**src/rtl/cb_config_master_if.sv**
```systemverilog
// -----------------------------------------------------------------------------
// cb_config_master_if
//   Bundles the command handshake, the configuration bus into the target tile
//   and the readback/status outputs of cb_config_master.
//
//   master modport : the cb_config_master side (drives config_*, rsp_*, status)
//   slave  modport : the environment side (drives cmd_*, returns read_data)
//
//   Signals
//     cmd_valid/cmd_ready        command handshake
//     cmd_op[1:0]                00 write, 01 write+verify, 10 read, 11 no-op
//     cmd_addr/cmd_data          target address, write / expected data
//     config_addr/config_data    registered address and data to the target
//     config_en                  single-cycle write strobe to the target
//     read_data                  readback from the target
//     rsp_valid/rsp_data         one-cycle readback result pulse + held data
//     mismatch                   one-cycle verify-failure pulse
//     err_addr/err_count         last failing address, saturating fail count
//     busy                       command in flight
// -----------------------------------------------------------------------------
interface cb_config_master_if #(
  parameter int ADDR_WIDTH = 32,
  parameter int DATA_WIDTH = 32,
  parameter int ERR_WIDTH  = 8
);
  logic                  cmd_valid;
  logic                  cmd_ready;
  logic [1:0]            cmd_op;
  logic [ADDR_WIDTH-1:0] cmd_addr;
  logic [DATA_WIDTH-1:0] cmd_data;
  logic [ADDR_WIDTH-1:0] config_addr;
  logic [DATA_WIDTH-1:0] config_data;
  logic                  config_en;
  logic [DATA_WIDTH-1:0] read_data;
  logic                  rsp_valid;
  logic [DATA_WIDTH-1:0] rsp_data;
  logic                  mismatch;
  logic [ADDR_WIDTH-1:0] err_addr;
  logic [ERR_WIDTH-1:0]  err_count;
  logic                  busy;

  modport master (
    input  cmd_valid, cmd_op, cmd_addr, cmd_data, read_data,
    output cmd_ready, config_addr, config_data, config_en,
           rsp_valid, rsp_data, mismatch, err_addr, err_count, busy
  );

  modport slave (
    output cmd_valid, cmd_op, cmd_addr, cmd_data, read_data,
    input  cmd_ready, config_addr, config_data, config_en,
           rsp_valid, rsp_data, mismatch, err_addr, err_count, busy
  );
endinterface

```
**src/rtl/cb_config_master.sv**
```systemverilog
// -----------------------------------------------------------------------------
// cb_config_master
//   Configuration initiator for a connect box / configurable tile. Accepts
//   commands over a valid/ready handshake, issues single-cycle register
//   writes, and optionally reads the register back and compares it against
//   the written value, counting mismatches so a bitstream load can be
//   verified in place.
//
//   Ports
//     clk    : single clock
//     reset  : synchronous, active-low reset
//     bus    : cb_config_master_if.master (command, config bus, status)
//
//   Every output is a flop. The next-cycle value of each control output is
//   derived from the next FSM state, so there is no input-to-output
//   combinational path.
//
//   READ_LATENCY counts the cycles config_addr is held stable (config_en low)
//   before read_data is sampled; sampling happens at the edge ending the last
//   WAIT cycle.
// -----------------------------------------------------------------------------
module cb_config_master #(
  parameter int ADDR_WIDTH   = 32,
  parameter int DATA_WIDTH   = 32,
  parameter int READ_LATENCY = 1,
  parameter int ERR_WIDTH    = 8
) (
  input  logic                  clk,
  input  logic                  reset,
  cb_config_master_if.master    bus
);

  typedef enum logic [1:0] {
    OP_WRITE  = 2'b00,
    OP_VERIFY = 2'b01,
    OP_READ   = 2'b10,
    OP_NOP    = 2'b11
  } op_e;

  typedef enum logic [1:0] {
    IDLE,
    WRITE,
    WAIT,
    CHECK
  } state_e;

  localparam int CNT_W = (READ_LATENCY > 1) ? $clog2(READ_LATENCY) : 1;

  state_e           state_q, state_d;
  op_e              op_q;
  logic [CNT_W-1:0] cnt_q;
  logic             accept;
  logic             capture;
  logic             verify_fail;

  // NOTE: every variable driven here gets a default before the case so no
  // path leaves it unassigned, which would otherwise infer a latch.
  always_comb begin
    state_d = state_q;
    accept  = 1'b0;
    case (state_q)
      IDLE: begin
        // cmd_ready is itself a flop, so it also gates the first cycle after
        // reset release when state is already IDLE.
        if (bus.cmd_valid && bus.cmd_ready) begin
          accept = 1'b1;
          case (op_e'(bus.cmd_op))
            OP_WRITE, OP_VERIFY: state_d = WRITE;
            OP_READ:             state_d = WAIT;
            default:             state_d = IDLE;
          endcase
        end
      end
      WRITE:   state_d = (op_q == OP_VERIFY) ? WAIT : IDLE;
      WAIT:    if (cnt_q == '0) state_d = CHECK;
      CHECK:   state_d = IDLE;
      default: state_d = IDLE;
    endcase
  end

  // Readback is taken on the edge that ends the last WAIT cycle.
  assign capture     = (state_q == WAIT) && (cnt_q == '0);
  assign verify_fail = capture && (op_q == OP_VERIFY) &&
                       (bus.read_data != bus.config_data);

  // NOTE: sequential state uses non-blocking assignments so every flop
  // samples the pre-edge values regardless of statement order.
  always_ff @(posedge clk) begin
    // NOTE: reset is synchronous: it is only seen at a rising edge, which is
    // why it lives inside the clocked branch rather than the sensitivity list.
    if (!reset) begin
      state_q         <= IDLE;
      op_q            <= OP_WRITE;
      cnt_q           <= '0;
      bus.cmd_ready   <= 1'b0;
      bus.busy        <= 1'b0;
      bus.config_en   <= 1'b0;
      bus.config_addr <= '0;
      bus.config_data <= '0;
      bus.rsp_valid   <= 1'b0;
      bus.rsp_data    <= '0;
      bus.mismatch    <= 1'b0;
      bus.err_addr    <= '0;
      bus.err_count   <= '0;
    end else begin
      state_q       <= state_d;
      bus.cmd_ready <= (state_d == IDLE);
      bus.busy      <= (state_d != IDLE);
      bus.config_en <= (state_d == WRITE);
      bus.rsp_valid <= capture;
      bus.mismatch  <= verify_fail;

      // A no-op is consumed without touching the bus registers.
      if (accept && (op_e'(bus.cmd_op) != OP_NOP)) begin
        op_q            <= op_e'(bus.cmd_op);
        bus.config_addr <= bus.cmd_addr;
        bus.config_data <= bus.cmd_data;
      end

      // Load on WAIT entry, count down while in WAIT; zero marks the last cycle.
      if ((state_d == WAIT) && (state_q != WAIT)) begin
        cnt_q <= CNT_W'(READ_LATENCY - 1);
      end else if ((state_q == WAIT) && (cnt_q != '0)) begin
        cnt_q <= cnt_q - CNT_W'(1);
      end

      if (capture) begin
        bus.rsp_data <= bus.read_data;
      end

      if (verify_fail) begin
        bus.err_addr <= bus.config_addr;
        if (bus.err_count != '1) begin
          bus.err_count <= bus.err_count + ERR_WIDTH'(1);
        end
      end
    end
  end

endmodule

```
**src/flat_wrapper.sv**
```systemverilog
// flat-port wrapper written by rule: the top's interface ports become plain ports
module cb_config_master_flat 
#(
  parameter int ADDR_WIDTH   = 32,
  parameter int DATA_WIDTH   = 32,
  parameter int READ_LATENCY = 1,
  parameter int ERR_WIDTH    = 8
)
  (clk, reset, bus_cmd_valid, bus_cmd_op, bus_cmd_addr, bus_cmd_data, bus_read_data, bus_cmd_ready, bus_config_addr, bus_config_data, bus_config_en, bus_rsp_valid, bus_rsp_data, bus_mismatch, bus_err_addr, bus_err_count, bus_busy);
  cb_config_master_if #(.ADDR_WIDTH(ADDR_WIDTH), .DATA_WIDTH(DATA_WIDTH), .ERR_WIDTH(ERR_WIDTH)) bus_i ();
  input  logic clk;
  input  logic reset;
  input wire logic [$bits(bus_i.cmd_valid)-1:0] bus_cmd_valid;
  input wire logic [$bits(bus_i.cmd_op)-1:0] bus_cmd_op;
  input wire logic [$bits(bus_i.cmd_addr)-1:0] bus_cmd_addr;
  input wire logic [$bits(bus_i.cmd_data)-1:0] bus_cmd_data;
  input wire logic [$bits(bus_i.read_data)-1:0] bus_read_data;
  output wire logic [$bits(bus_i.cmd_ready)-1:0] bus_cmd_ready;
  output wire logic [$bits(bus_i.config_addr)-1:0] bus_config_addr;
  output wire logic [$bits(bus_i.config_data)-1:0] bus_config_data;
  output wire logic [$bits(bus_i.config_en)-1:0] bus_config_en;
  output wire logic [$bits(bus_i.rsp_valid)-1:0] bus_rsp_valid;
  output wire logic [$bits(bus_i.rsp_data)-1:0] bus_rsp_data;
  output wire logic [$bits(bus_i.mismatch)-1:0] bus_mismatch;
  output wire logic [$bits(bus_i.err_addr)-1:0] bus_err_addr;
  output wire logic [$bits(bus_i.err_count)-1:0] bus_err_count;
  output wire logic [$bits(bus_i.busy)-1:0] bus_busy;
  assign bus_i.cmd_valid = bus_cmd_valid;
  assign bus_i.cmd_op = bus_cmd_op;
  assign bus_i.cmd_addr = bus_cmd_addr;
  assign bus_i.cmd_data = bus_cmd_data;
  assign bus_i.read_data = bus_read_data;
  assign bus_cmd_ready = bus_i.cmd_ready;
  assign bus_config_addr = bus_i.config_addr;
  assign bus_config_data = bus_i.config_data;
  assign bus_config_en = bus_i.config_en;
  assign bus_rsp_valid = bus_i.rsp_valid;
  assign bus_rsp_data = bus_i.rsp_data;
  assign bus_mismatch = bus_i.mismatch;
  assign bus_err_addr = bus_i.err_addr;
  assign bus_err_count = bus_i.err_count;
  assign bus_busy = bus_i.busy;
  cb_config_master #(.ADDR_WIDTH(ADDR_WIDTH), .DATA_WIDTH(DATA_WIDTH), .READ_LATENCY(READ_LATENCY), .ERR_WIDTH(ERR_WIDTH)) u_core (.clk(clk), .reset(reset), .bus(bus_i));
endmodule
```
**config.mk**
```make
export PLATFORM = sky130hd
export DESIGN_NAME = cb_config_master_flat
export DESIGN_NICKNAME = d
export VERILOG_FILES = /design/src/rtl/cb_config_master_if.sv /design/src/rtl/cb_config_master.sv /design/src/flat_wrapper.sv
export SDC_FILE = /design/constraint.sdc
export NUM_CORES = 1
export LEC_CHECK = 0
export BUFFER_PORTS_ARGS = -buffer_cell sky130_fd_sc_hd__buf_2
export CAP_MARGIN = 20
export CORE_MARGIN = 2
export CORE_UTILIZATION = 51
export DETAILED_ROUTE_END_ITERATION = 6
export PLACE_DENSITY = 0.94
export SYNTH_ARGS = -nofsm -noshare
export SYNTH_HDL_FRONTEND = slang
export SYNTH_SLANG_ARGS = --single-unit
```
**constraint.sdc**
```tcl
create_clock -name clk -period 3.2 [get_ports clk]
set_clock_uncertainty 0.15 [all_clocks]
set_input_delay 0.48 -clock clk [delete_from_list [all_inputs] [get_ports clk]]
set_output_delay 0.48 -clock clk [all_outputs]
set_load 0.02 [all_outputs]
```
==> results of run 1 <==
cell families after synthesis:
| family | after synthesis | synth area share |
|---|---|---|
| compound gates | 142 | 0.130 |
| xor+xnor | 32 | 0.0506 |
| fa+ha+maj | 1 | 0.00226 |
| buf+inv | 49 | 0.0400 |
| flops | 146 | 0.528 |
| mux | 3 | 0.00543 |
| simple gates | 315 | 0.243 |
per-layer routing:
| layer | part of all wire | global-route usage |
|---|---|---|
| met1 | 0.38 | 0.310 |
| met3 | 0.094 | 0.108 |
| met5 | 0 | 0 |
| met2 | 0.49 | 0.476 |
| met4 | 0.036 | 0.152 |
registers in the layout, summed over array words and instances (netlist names):
| name | cells |
|---|---|
| u_core.cnt_q | 1 |
| u_core.bus.cmd_ready | 1 |
| u_core.state_q | 2 |
| u_core.bus.err_addr | 32 |
| u_core.bus.config_en | 1 |
| u_core.bus.config_addr | 32 |
| u_core.bus.rsp_valid | 1 |
| u_core.bus.rsp_data | 32 |
| u_core.bus.busy | 1 |
| u_core.op_q | 2 |
| u_core.bus.config_data | 32 |
| u_core.bus.err_count | 8 |
| u_core.bus.mismatch | 1 |
cells in the final DEF (no fill, tap or decap), types with 3 or more instances in the layout:
cell type / count
bufinv_16: 4
nand2_1: 235
dfxtp_1: 146
o21ai_1: 8
nor2_1: 8
nand3_1: 37
mux2i_1: 3
clkinvlp_4: 3
clkinv_2: 3
clkbuf_16: 16
xor2_1: 32
buf_12: 3
buf_4: 7
nor4_1: 10
nand2b_1: 3
nor3_1: 5
a21oi_1: 104
clkbuf_8: 5
buf_2: 241
o21ai_0: 27
per-stage QoR:
step / cells / utilization / total power (uW)
final: 1064 / 0.697 / 4500
after global routing: 1064 / 0.697 / 4640
after CTS: 1064 / 0.697 / 4510
after detailed placement: 1033 / 0.638 / 2440
after global placement: 1033 / 0.638 / 2430
after floorplan: 688 / - / 2240
path summary, 6_finish.rpt:
check	to	start
setup reg to reg	u_core.bus.err_addr[19]$_SDFFE_PN0P_	u_core.bus.config_data[4]$_SDFFE_PN0P_
hold / removal	u_core.bus.config_data[21]$_SDFFE_PN0P_	bus_cmd_data[21]
setup / recovery	u_core.bus.err_addr[19]$_SDFFE_PN0P_	u_core.bus.config_data[4]$_SDFFE_PN0P_
hold reg to reg	u_core.bus.rsp_data[20]$_SDFFE_PN0N_	u_core.bus.rsp_data[20]$_SDFFE_PN0N_
critical path, cell delays in order (launching register included):
cell,delay [ns]
dfxtp_1,0.33
xor2_1,0.20
nor4_1,0.45
nand4_1,0.21
o21a_2,0.51
buf_4,0.30
nand3_1,0.09
o21ai_0,0.10
power breakdown:
| part | internal (uW) | leakage (uW) | switching [uW] |
|---|---|---|---|
| logic | 167 | 0.00193 | 307 |
| clock network | 1340 | 0.000299 | 739 |
| registers | 1880 | 0.00118 | 54.8 |
layout make-up:
cell class	count	area share
repair buffers	251	0.177
multi-input cells	493	0.322
clock buffers	22	0.0634
inverters	3	0.00168
flip-flops and latches	146	0.392
well taps	140	0.0235
clock inverters	9	0.0205
==> flow_summary_export.csv, run 1 <==
group,metric,value,unit
power,ir_drop,0.000373,V
status,status,"complete, no violations",
timing,relSlewSlack,0.384,
synth,synthCells,688,
min_path,hp-class,"in -> reg",
worst_setup_path,crit_path_max_fanout,46,
worst_setup_path,cp.arrival,2.74,ns
final_layout,n_antenna_cell,0,
timing,worst_slew_pin_slew,0.915,ns
timing,hold_violations,0,
detailed_routing,vias,5668,
timing,rsz0062_at_grt,"false",
floorplan,start_util,0.517,
cts,post_cts_buffers,0,
floorplan,die_w,108,um
cts,cts_resized,0,
floorplan,io-pin-count,242,
detailed_routing,drc_errors,0,
cts,numCtsBuffers,17,
place,pre_cts_ws,0.443,ns
timing,final-setup-viol-count,0,
cts,insertion_delay,0.53,ns
place,io_buffers,241,
final_layout,nNetsFinal,1014,
detailed_routing,drt_first_pass_iters,6,
detailed_routing,drtAntennaViolNets,0,
power,cellPowerDensity,603,nW/um2
final_layout,nFillCells,824,
power,p_leak,0.00341,uW
timing,max_freq,0.397,GHz
cts,clkSlewWorstSetupHoldPaths,0.06,ns
cts,h-tree-depth,4,
synth,synth_top_flop_cell,"dfxtp_1",
worst_setup_path,crit_path_start_kind,"flop",
cts,cts_max_path_buffers,2,
timing,period_share,0.788,
final_layout,area_growth,34.7,%
synth,yosys.cell_count.top_type,"nand2_1",
final_layout,seq_area,2920,um2
detailed_routing,drt_wl_total,16800,um
synth,synth_enable_flop_cells,0,
floorplan,num_rows,38,
min_path,min_delay_path_depth,3,
cts,cts_sinks,146,
final_layout,final_area,7450,um2
final_layout,multi_input_area,2400,um2
worst_setup_path,cp.required,3.42,ns
global_routing,grt_antenna_before_repair,0,
global_routing,grt_remaining_overflow,0,
cts,cts_hold_buf,0,
cts,root_buffer,"clkbuf_8",
synth,avgSynthCellArea,8.04,um2
timing,setup_tns,0,ns
final_layout,final_layout_size_suffix_gt1_frac,0.314,
global_routing,grt_pass1_vias,5302,
synth,synth_largest_area_cell,"dfxtp_1",
timing,hold_ws,0.0419,ns
worst_setup_path,path_class,"reg -> reg",
synth,synth_commonest_cells,"nand2_1, dfxtp_1, a21oi_1, nand3_1, xor2_1",
synth,syn-num-nets,790,
synth,ys_seq_elements,146,
floorplan,die_area,11700,um2
detailed_routing,drt-initial-drc-count,419,
detailed_routing,routed_via_density,5.33,
synth,ys_types,34,
global_routing,track_usage,0.283,
detailed_routing,avgRoutedWirePerCell,15.8,um
global_routing,grt_max_degree,73,
worst_setup_path,reg2reg_slack,0.68,ns
timing,drv_slew,0,
place,hpwl,11500,um
synth,yosys_warnings,0,
worst_setup_path,reg2reg_depth,7,
synth,async_reset_ff_frac,0,
synth,synth_top_cell_area_share,0.528,
place,placed_area,6830,um2
place,place_congestion,0.803,
global_routing,grt_pass1_wl,25500,um
synth,netlist_area,5530,um2
floorplan,dieHeight,108,um
flow_run,drv_cap,0,
floorplan,core_area,10700,um2
timing,period_needed,2.52,ns
synth,synthTopCellsByArea,"dfxtp_1, nand2_1, a21oi_1",
cts,cts_tree,"yes",
synth,ys_seq_area_frac,0.528,
timing,setup_ws,0.679,ns
worst_setup_path,end_kind,"flop",
Note: power is estimated with default switching activity, not from simulation.
==> run 2, diff against run 1 <==
--- a/config.mk
+++ b/config.mk
@@ -5,12 +5,13 @@
 export SDC_FILE = /design/constraint.sdc
 export NUM_CORES = 1
 export LEC_CHECK = 0
+export ABC_AREA = 1
 export BUFFER_PORTS_ARGS = -buffer_cell sky130_fd_sc_hd__buf_2
 export CAP_MARGIN = 20
 export CORE_MARGIN = 2
-export CORE_UTILIZATION = 51
+export CORE_UTILIZATION = 48
 export DETAILED_ROUTE_END_ITERATION = 6
-export PLACE_DENSITY = 0.94
+export PLACE_DENSITY = 0.89
 export SYNTH_ARGS = -nofsm -noshare
 export SYNTH_HDL_FRONTEND = slang
 export SYNTH_SLANG_ARGS = --single-unit
==> constraint.sdc (replaced) <==
create_clock -name clk -period 2.6 [get_ports clk]
set_clock_uncertainty 0.15 [all_clocks]
set_input_delay 0.39 -clock clk [delete_from_list [all_inputs] [get_ports clk]]
set_output_delay 0.39 -clock clk [all_outputs]
set_load 0.02 [all_outputs]
==> run 2 against run 1 <==
Combinational power is 38% higher. Highest routed layer is now met5. Largest power group unchanged. Via count is 1.9% higher. Routed wire length is 2.8% lower. Clock-buffer cell count is 4 lower. Register-to-register slack worse by 0.11 ns. Synthesized cell count is 13% higher. Cell area is 3.8% higher.
==> flow_summary_export.csv, run 2 <==
group,metric,value,unit
status,status,"complete, no violations",
synth,async_reset_ff_frac,0,
cts,cts_hold_buf,0,
floorplan,io-pin-count,242,
timing,max_freq,0.493,GHz
synth,ys_seq_area_frac,0.504,
place,io_buffers,241,
timing,setup_tns,0,ns
cts,insertion_delay,0.43,ns
synth,synth_enable_flop_cells,0,
final_layout,final_common_cell,"buf_2",
cts,cts_tree,"yes",
synth,ys_types,28,
final_layout,layout_common_cells,"buf_2, dfxtp_1, nand2_1, inv_1, a21oi_1",
synth,avgSynthCellArea,7.49,um2
global_routing,grt_max_degree,75,
flow_run,drv_cap,0,
timing,period_share,0.781,
synth,synth_largest_area_cell,"dfxtp_1",
worst_setup_path,path_class,"reg -> reg",
synth,ys_seq_elements,146,
synth,yosys_warnings,0,
timing,final-setup-viol-count,0,
detailed_routing,avgRoutedWirePerCell,14.0,um
timing,relSlewSlack,0.564,
detailed_routing,drt_first_pass_iters,4,
detailed_routing,drt_wl_total,16300,um
synth,netlist_area,5800,um2
worst_setup_path,critPathCapture,"u_core.bus.err_addr[24]$_SDFFE_PN0P_",
final_layout,multi_input_area,2310,um2
floorplan,die_area,13000,um2
timing,drv_slew,0,
worst_setup_path,crit_path_max_fanout,33,
detailed_routing,drtAntennaViolNets,0,
min_path,min_delay_path_depth,3,
global_routing,grt_remaining_overflow,0,
cts,root_buffer,"clkbuf_16",
power,ir_drop,0.000611,V
worst_setup_path,reg2reg_depth,12,
place,hpwl,11600,um
power,cellPowerDensity,727,nW/um2
final_layout,n_antenna_cell,0,
worst_setup_path,crit_path_start_kind,"flop",
timing,rsz0062_at_grt,"false",
worst_setup_path,reg2reg_slack,0.57,ns
floorplan,num_rows,40,
floorplan,dieHeight,114,um
cts,post_cts_buffers,0,
floorplan,core_area,11900,um2
final_layout,area_growth,33.3,%
worst_setup_path,crit_path_start,"u_core.bus.config_data[5]$_SDFFE_PN0P_",
global_routing,grt_antenna_before_repair,1,
final_layout,finish.utilization,0.649,
floorplan,start_util,0.487,
detailed_routing,routed_via_density,4.98,
timing,period_needed,2.03,ns
global_routing,grt_pass1_wl,25700,um
final_layout,seq_area,2920,um2
detailed_routing,drt-initial-drc-count,376,
final_layout,final_layout_size_suffix_gt1_frac,0.289,
worst_setup_path,regToRegStartpoint,"u_core.bus.config_data[5]$_SDFFE_PN0P_",
worst_setup_path,end_kind,"flop",
place,place_congestion,0.857,
final_layout,nNetsFinal,1103,
floorplan,die_w,114,um
final_layout,nFillCells,1035,
timing,hold_violations,0,
global_routing,track_usage,0.250,
detailed_routing,drc_errors,0,
worst_setup_path,cp.required,2.80,ns
synth,synth_top_flop_cell,"dfxtp_1",
worst_setup_path,cp.arrival,2.23,ns
synth,synthTopCellsByArea,"dfxtp_1, a21oi_1, o21ai_0",
synth,synth_top_cell_area_share,0.504,
cts,cts_sinks,146,
synth,syn-num-nets,876,
cts,cts_max_path_buffers,2,
synth,synthCells,774,
synth,synth_commonest_cells,"dfxtp_1, nand2_1, a21oi_1, inv_1, nor2_1",
cts,h-tree-depth,4,
detailed_routing,vias,5778,
cts,numCtsBuffers,17,
worst_setup_path,timing.rr.end,"u_core.bus.err_addr[24]$_SDFFE_PN0P_",
global_routing,grt_pass1_vias,5392,
synth,yosys.cell_count.top_type,"dfxtp_1",
power,p_leak,0.00360,uW
cts,cts_resized,0,
min_path,hp-class,"in -> reg",
timing,worst_slew_pin_slew,0.653,ns
cts,clkSlewWorstSetupHoldPaths,0.06,ns
run 2: worst min path at each step:
| stage | startpoint | to | slack, ns |
|---|---|---|---|
| after global routing | bus_cmd_data[10] | u_core.bus.config_data[10]$_SDFFE_PN0P_ | 0.09 |
| after floorplan | u_core.op_q[0]$_SDFFE_PN0P_ | u_core.op_q[0]$_SDFFE_PN0P_ | 0.38 |
| after global placement | u_core.bus.config_addr[5]$_SDFFE_PN0P_ | u_core.bus.config_addr[5]$_SDFFE_PN0P_ | 0.29 |
| final | bus_cmd_data[9] | u_core.bus.config_data[9]$_SDFFE_PN0P_ | 0.09 |
| after detailed placement | u_core.bus.config_addr[3]$_SDFFE_PN0P_ | u_core.bus.config_addr[3]$_SDFFE_PN0P_ | 0.30 |
| after CTS | bus_cmd_data[6] | u_core.bus.config_data[6]$_SDFFE_PN0P_ | 0.08 |
run 2: cell families after synthesis:
family | Yosys count | synth area share
AO/OA/AOI/OAI | 196 | 0.171
XOR/XNOR | 24 | 0.0362
adder cells (fa/ha/maj) | 1 | 0.00216
buffers and inverters | 147 | 0.0997
flip-flops | 146 | 0.504
AND/OR/NAND/NOR | 260 | 0.187
run 2: power by group:
part / leakage (uW) / internal [uW] / switching [uW] / total, uW
registers: 0.00119 / 2340 / 76.0 / 2420
clock network: 0.000292 / 1600 / 949 / 2550
logic: 0.00212 / 246 / 410 / 656
run 2: critical path, stage by stage, from the launching register on:
cell and delay (ns):
dfxtp_1 0.33, inv_1 0.09, nand2_1 0.06, nand2_1 0.05, nand2_1 0.05, nor2_1 0.12
nand2_1 0.09, nor2_1 0.21, nand2_1 0.12, nand2_2 0.09, buf_4 0.31, o21ai_0 0.12
nor2_1 0.13
run 2: per-layer routing:
| layer | wire length, um | global-route usage | part of all wire |
|---|---|---|---|
| met1 | 6720 | 0.295 | 0.41 |
| met2 | 8180 | 0.426 | 0.50 |
| met3 | 1050 | 0.0834 | 0.064 |
| met4 | 333 | 0.0902 | 0.020 |
| met5 | 13 | 0 | 0.00080 |
run 2: cell type report:
cell class / instances / area share
Tap cell: 147 / 0.0238
Clock buffer: 18 / 0.0555
Clock inverter: 14 / 0.0243
Multi-Input combinational cell: 481 / 0.299
Timing Repair Buffer: 255 / 0.171
Sequential cell: 146 / 0.378
Inverter: 100 / 0.0485
run 2: through the flow:
step	hold WS, ns	std cells	power (uW)	worst slack [ns]	instance area [um2]
2_1_floorplan	0.376	774	2850	0.880	5800
3_3_place_gp	0.294	1129	3100	0.493	7120
5_1_grt	0.0877	1161	5830	0.356	7730
4_1_cts	0.0789	1161	5650	0.519	7730
6_report	0.0907	1161	5620	0.570	7730
3_5_place_dp	0.298	1129	3120	0.448	7120
